===== config.mk =====
export PLATFORM = sky130hd
export DESIGN_NAME = mem_arbiter
export DESIGN_NICKNAME = d
export VERILOG_FILES = /design/src/rtl/mem_arb_pkg.sv /design/src/rtl/arb_wb_buffer.sv /design/src/rtl/mem_arbiter.sv
export SDC_FILE = /design/constraint.sdc
export NUM_CORES = 1
export LEC_CHECK = 0
export BUFFER_PORTS_ARGS = -buffer_cell sky130_fd_sc_hd__buf_4
export CAP_MARGIN = 0
export CELL_PAD_IN_SITES_DETAIL_PLACEMENT = 2
export CELL_PAD_IN_SITES_GLOBAL_PLACEMENT = 2
export CORE_AREA = 8 8 265 267
export CTS_BUF_LIST = sky130_fd_sc_hd__clkbuf_16
export DETAILED_ROUTE_END_ITERATION = 7
export DIE_AREA = 0 0 273 275
export GPL_TIMING_DRIVEN = 1
export PLACE_DENSITY_LB_ADDON = 0.25
export SYNTH_ARGS = -nofsm -noshare
export SYNTH_HDL_FRONTEND = slang
export SYNTH_SLANG_ARGS = --single-unit

===== constraint.sdc =====
create_clock -name clk -period 25.4 [get_ports clk]
set_clock_uncertainty 0.2 [all_clocks]
set_input_delay 2.54 -clock clk [delete_from_list [all_inputs] [get_ports clk]]
set_output_delay 2.54 -clock clk [all_outputs]
set_load 0.01 [all_outputs]

===== src/rtl/mem_arb_pkg.sv =====
// Shared definitions for the unified-memory arbiter: FSM state encoding and
// default line/address widths.
package mem_arb_pkg;

  localparam int LINE_W_DEF  = 128;
  localparam int LADDR_W_DEF = 10;

  typedef enum logic [1:0] {
    IDLE  = 2'd0,
    RD_I  = 2'd1,
    RD_D  = 2'd2,
    WR_WB = 2'd3
  } arb_state_t;

endpackage


===== src/rtl/arb_wb_buffer.sv =====
// One-entry D-cache write-back buffer. A capture may coincide with a drain, so
// a new line can land in the same cycle the old one is written to memory.
module arb_wb_buffer
  import mem_arb_pkg::*;
#(
  parameter int LINE_W  = LINE_W_DEF,
  parameter int LADDR_W = LADDR_W_DEF
) (
  input  logic               clk,
  input  logic               rst,
  input  logic               we,
  input  logic [LADDR_W-1:0] waddr,
  input  logic [LINE_W-1:0]  wline,
  input  logic               drain,
  input  logic [LADDR_W-1:0] cmp_addr,
  output logic               full,
  output logic [LADDR_W-1:0] addr,
  output logic [LINE_W-1:0]  line,
  output logic               match
);

  logic capture;

  assign capture = we && (!full || drain);
  assign match   = full && (addr == cmp_addr);

  always_ff @(posedge clk or posedge rst) begin
    if (rst) begin
      full <= 1'b0;
      addr <= '0;
      line <= '0;
    end else if (capture) begin
      full <= 1'b1;
      addr <= waddr;
      line <= wline;
    end else if (drain) begin
      full <= 1'b0;
    end
  end

`ifndef SYNTHESIS
  // The D-cache is expected to watch Arb_wb_full; a lost write-back is a bug upstream.
  always @(posedge clk) begin
    if (!rst && we && full && !drain)
      $error("arb_wb_buffer: write-back to 0x%0h dropped, buffer full", waddr);
  end
`endif

endmodule


===== src/rtl/mem_arbiter.sv =====
// Arbitrates I-refill, D-refill and buffered D write-backs onto one line-wide
// memory. Define ARB_RR_EN for round-robin between I and D refills on a tie.
module mem_arbiter
  import mem_arb_pkg::*;
#(
  parameter int LINE_W  = LINE_W_DEF,
  parameter int LADDR_W = LADDR_W_DEF
) (
  input  logic               clk,
  input  logic               rst,
  input  logic               Ic_mem_req,
  input  logic [LADDR_W-1:0] Ic_mem_addr,
  output logic [LINE_W-1:0]  F_mem_inst,
  output logic               F_mem_valid,
  input  logic               Dc_mem_req,
  input  logic [LADDR_W-1:0] Dc_mem_addr,
  output logic [LINE_W-1:0]  MEM_data_line,
  output logic               MEM_mem_valid,
  input  logic               Dc_wb_we,
  input  logic [LADDR_W-1:0] Dc_wb_addr,
  input  logic [LINE_W-1:0]  Dc_wb_wline,
  output logic               Arb_wb_full,
  output logic               Arb_mem_req,
  output logic               Arb_mem_we,
  output logic [LADDR_W-1:0] Arb_mem_addr,
  output logic [LINE_W-1:0]  Arb_mem_wline,
  input  logic [LINE_W-1:0]  Arb_mem_rline,
  input  logic               Arb_mem_valid
);

  arb_state_t         state;
  arb_state_t         grant;
  logic               mask_i, mask_d;
  logic               req_i, req_d;
  logic               tie_i;
  logic               drain;
  logic               wb_full, wb_match;
  logic [LADDR_W-1:0] wb_addr;
  logic [LINE_W-1:0]  wb_line;

  arb_wb_buffer #(.LINE_W(LINE_W), .LADDR_W(LADDR_W)) u_wb (
    .clk      (clk),
    .rst      (rst),
    .we       (Dc_wb_we),
    .waddr    (Dc_wb_addr),
    .wline    (Dc_wb_wline),
    .drain    (drain),
    .cmp_addr (Dc_mem_addr),
    .full     (wb_full),
    .addr     (wb_addr),
    .line     (wb_line),
    .match    (wb_match)
  );

  assign drain = (state == WR_WB) && Arb_mem_valid;
  assign req_i = Ic_mem_req && !mask_i;
  assign req_d = Dc_mem_req && !mask_d;

`ifdef ARB_RR_EN
  logic rr_i;

  // Points at I after a D refill completes and back at D after an I refill.
  always_ff @(posedge clk or posedge rst) begin
    if (rst)
      rr_i <= 1'b0;
    else if (Arb_mem_valid && state == RD_D)
      rr_i <= 1'b1;
    else if (Arb_mem_valid && state == RD_I)
      rr_i <= 1'b0;
  end

  assign tie_i = rr_i;
`else
  assign tie_i = 1'b0;
`endif

  // A refill hitting the buffered line must see the write land first.
  always_comb begin
    grant = IDLE;
    if (wb_full && req_d && wb_match)
      grant = WR_WB;
    else if (req_d && req_i)
      grant = tie_i ? RD_I : RD_D;
    else if (req_d)
      grant = RD_D;
    else if (req_i)
      grant = RD_I;
    else if (wb_full)
      grant = WR_WB;
  end

  always_ff @(posedge clk or posedge rst) begin
    if (rst) begin
      state         <= IDLE;
      mask_i        <= 1'b0;
      mask_d        <= 1'b0;
      Arb_mem_req   <= 1'b0;
      Arb_mem_we    <= 1'b0;
      Arb_mem_addr  <= '0;
      Arb_mem_wline <= '0;
    end else begin
      case (state)
        IDLE: begin
          mask_i <= 1'b0;
          mask_d <= 1'b0;
          state  <= grant;
          if (grant != IDLE) begin
            Arb_mem_req   <= 1'b1;
            Arb_mem_we    <= (grant == WR_WB);
            Arb_mem_addr  <= (grant == WR_WB) ? wb_addr :
                             (grant == RD_D)  ? Dc_mem_addr : Ic_mem_addr;
            Arb_mem_wline <= (grant == WR_WB) ? wb_line : '0;
          end
        end
        default: begin
          if (Arb_mem_valid) begin
            state         <= IDLE;
            mask_i        <= (state == RD_I);
            mask_d        <= (state == RD_D);
            Arb_mem_req   <= 1'b0;
            Arb_mem_we    <= 1'b0;
            Arb_mem_addr  <= '0;
            Arb_mem_wline <= '0;
          end
        end
      endcase
    end
  end

  assign F_mem_valid   = (state == RD_I) && Arb_mem_valid;
  assign MEM_mem_valid = (state == RD_D) && Arb_mem_valid;
  assign F_mem_inst    = F_mem_valid   ? Arb_mem_rline : '0;
  assign MEM_data_line = MEM_mem_valid ? Arb_mem_rline : '0;
  assign Arb_wb_full   = wb_full;

endmodule


==> results.tsv <==
stage	metric	value	unit
status	status	completed	
routing	wire length on met1	25.2	mm
placed_design	DP Cell Count	2494	
sta	RSZ-0062 raised after global routing	no	
clock_network	CTS tree	built	
worst_setup_path	Top delay family on crit path	buffers and inverters	
routing	initial drt markers	416	
floorplan	Die Height	275	um
synthesis	sequential fraction of the synthesis area	0.568	
cells_and_area	synth-to-layout area growth	56.0	%
sta	fin. max-slew vios	0	
synthesis	post-synthesis async set-or-reset flop share	1.00	
placed_design	GPL Wtd Cong	0.874	
hold_path	hold path start	u_wb.line[71]	
sta	Tcrit/Tclk final	0.280	
global_routing	vias in the first global route	12200	
worst_setup_path	Buf/Inv on CP	3	
synthesis	Avg Cell Area, Syn	12.5	um2
synthesis	most frequent cell after synthesis	dfrtp_1	
worst_setup_path	WS Path Type	in -> out	
clock_network	PostCTS Resize Cnt	0	
routing	met2 wire len	41.3	mm
worst_setup_path	R2R Path Start	mask_d	
floorplan	row count	95	
sta	Final Hold Violating Endpoints	0	
synthesis	top cells by count, synth	dfrtp_1, and2_1, mux2_2	
routing	DR vias	10700	
synthesis	Syn. warnings	0	
clock_network	worst skew pair latency	0.53	ns
synthesis	top post-synthesis cells by area	dfrtp_1, and2_1, mux2_2, a22o_1, buf_6	
power	Leakage	9.71	nW
worst_setup_path	maximum fanout along the worst path	129	
worst_setup_path	Top cell by count, worst path	buf_4	
routing	routed vias/inst	4.16	
synthesis	Yosys cell types	27	
clock_network	hold buffers post-CTS	0	
floorplan	Initial Util	0.188	
worst_setup_path	crit-path max cell delay	0.82	ns
clock_network	clk slew on worst S/H paths	0.06	ns
synthesis	Seq cells post-synth	283	
power	power density cells	102	mW/mm2
global_routing	antenna violations before repair	10	
clock_network	CTS root buffer	clkbuf_16	
clock_network	CTS Sinks	283	
floorplan	Die Width	273	um
synthesis	EDFF count, synth	0	
global_routing	first-pass GRT wire length	101	mm
synthesis	synthesized area	0.0125	mm2
power	Worst VDD drop	0.0604	mV
cells_and_area	number of nets in the layout	1951	
sta	Sum Neg Setup Slack	0	ns
sta	maximum clock frequency	140	MHz
routing	routed len/inst	28.8	um
routing	Routed Antenna Nets	0	
sta	Slew headroom	0.201	
synthesis	Mapped Nets	1292	
worst_setup_path	CP cell instances	buf_4 -> nand2_1 -> nor2_4 -> buf_4 -> and2_1 -> buf_4	
global_routing	largest net degree at the start of global routing	130	
placed_design	pre-CTS setup slack	18.24	ns
floorplan	IO Pins	691	
routing	drc violations	0	
worst_setup_path	Crit path arrival time	4.38	ns
clock_network	H-tree lvl count	2	
global_routing	gr ovfl total	0	
worst_setup_path	crit path from	Arb_mem_valid	
placed_design	dpl hpwl	60.2	mm
synthesis	Synth top area share	0.568	
worst_setup_path	Startpoint Class	input pin	
floorplan	Core ar.	0.0663	mm2
synthesis	main flop type after synthesis	dfrtp_1	
clock_network	post-CTS setup repair buffer count	0	
worst_setup_path	crit end category	output pin	
synthesis	dominant cell type by area after synthesis	dfrtp_1	
run	max_cap viols	0	
sta	final setup margin	18.28	ns
sta	Worst Tran Pin Value	1.20	ns
placed_design	I/O Buffers	690	
sta	setup violators final	0	
routing	Top Metal Used	met5	
worst_setup_path	Worst Path Required	22.66	ns
synthesis	synthesized instance count	1000	
power	Total Power	1.99	mW
routing	final wirelength	73.8	mm
global_routing	total track usage	0.188	
routing	drt first pass iters	4	
sta	fin crit period	7.12	ns
hold_path	Worst Hold Class	reg -> reg	
cells_and_area	fillers	7312	
clock_network	TritonCTS buffer count	36	
floorplan	die area	0.0751	mm2
routing	wire length on met3	5.99	mm
worst_setup_path	CP max-delay cell	buf_4	
clock_network	clk buf depth	3	
cells_and_area	share of layout cells above drive strength 1	0.531	
cells_and_area	Layout Cells excl Fill	2560	
[path summary, 6_finish.rpt]
path                                      endpoint  slack, ns  cells past startpoint
max in group asynchronous       Arb_mem_wline[102]      20.78                      4
worst min-delay path             Arb_mem_wline[71]       0.28                      1
min in group asynchronous            u_wb.line[66]       1.88                      2
worst max register to register   Arb_mem_wline[81]      21.78                      6
worst min register to register   Arb_mem_wline[71]       0.28                      1
worst max-delay path             MEM_data_line[99]      18.28                      6
[report_power, final]
part | leakage (nW) | switching [mW] | internal, mW | total, mW
sequential | 3.59 | 0.0962 | 0.622 | 0.719
combinational | 5.55 | 0.407 | 0.372 | 0.778
clock | 0.571 | 0.202 | 0.288 | 0.490
total | 9.71 | 0.705 | 1.28 | 1.99
[registers in the layout, summed over array words and instances, names as in the netlist]
| signal | flops |
|---|---|
| Arb_mem_we | 1 |
| Arb_mem_req | 1 |
| u_wb.full | 1 |
| mask_d | 1 |
| state | 2 |
| u_wb.line | 128 |
| u_wb.addr | 10 |
| mask_i | 1 |
| Arb_mem_addr | 10 |
| Arb_mem_wline | 128 |
[cell families (layout without fill, tap and decap cells)]
group,Yosys count,count (layout),share of synthesized area
and+or+nand+nor,314,314,0.149
DFF,283,283,0.568
AOI/OAI and AO/OA,172,172,0.109
muxes,138,138,0.125
buffers and inverters,83,768,0.0431
xor gates and xnor gates,10,10,0.00702
other,0,2,0
[routing by layer]
layer | track usage | vias to the layer above
met5 | 0 | -
met1 | 0.186 | 5438
li1 | - | 4752
met3 | 0.0689 | 68
met4 | 0.0344 | 8
met2 | 0.371 | 393
[cell usage in the layout (no fill, tap or decap), types with 2 or more instances in the layout]
| master | count |
|---|---|
| a21oi_1 | 14 |
| a22o_1 | 128 |
| and2_1 | 256 |
| buf_4 | 700 |
| bufinv_16 | 3 |
| clkbuf_16 | 36 |
| clkinv_1 | 9 |
| clkinv_2 | 7 |
| dfrtp_1 | 283 |
| diode_2 | 2 |
| inv_1 | 9 |
| mux2_2 | 138 |
| nand2_1 | 22 |
| nand2b_1 | 3 |
| nand3_1 | 2 |
| nor2_1 | 23 |
| o21ai_0 | 24 |
| xnor2_1 | 10 |
[through the flow]
| stage | area, um2 | utilization | hold slack, ns |
|---|---|---|---|
| 2_1_floorplan | 12500 | - | 0.262 |
| 3_3_place_gp | 18300 | 0.276 | 0.267 |
| 3_5_place_dp | 18300 | 0.276 | 0.272 |
| 4_1_cts | 19400 | 0.293 | 0.280 |
| 5_1_grt | 19400 | 0.293 | 0.302 |
| 6_report | 19400 | 0.293 | 0.276 |
[layout make-up]
| cell class | count | area, um2 | area share |
|---|---|---|---|
| Inverter | 4 | 22.5 | 0.00116 |
| Clock inverter | 28 | 214 | 0.0110 |
| Antenna cell | 2 | 5.00 | 0.000257 |
| Sequential cell | 283 | 7080 | 0.364 |
| Timing Repair Buffer | 700 | 5260 | 0.270 |
| Multi-Input combinational cell | 634 | 4880 | 0.251 |
| Clock buffer | 36 | 901 | 0.0463 |
| Tap cell | 873 | 1090 | 0.0562 |
Power figures use the tool's default switching activity.
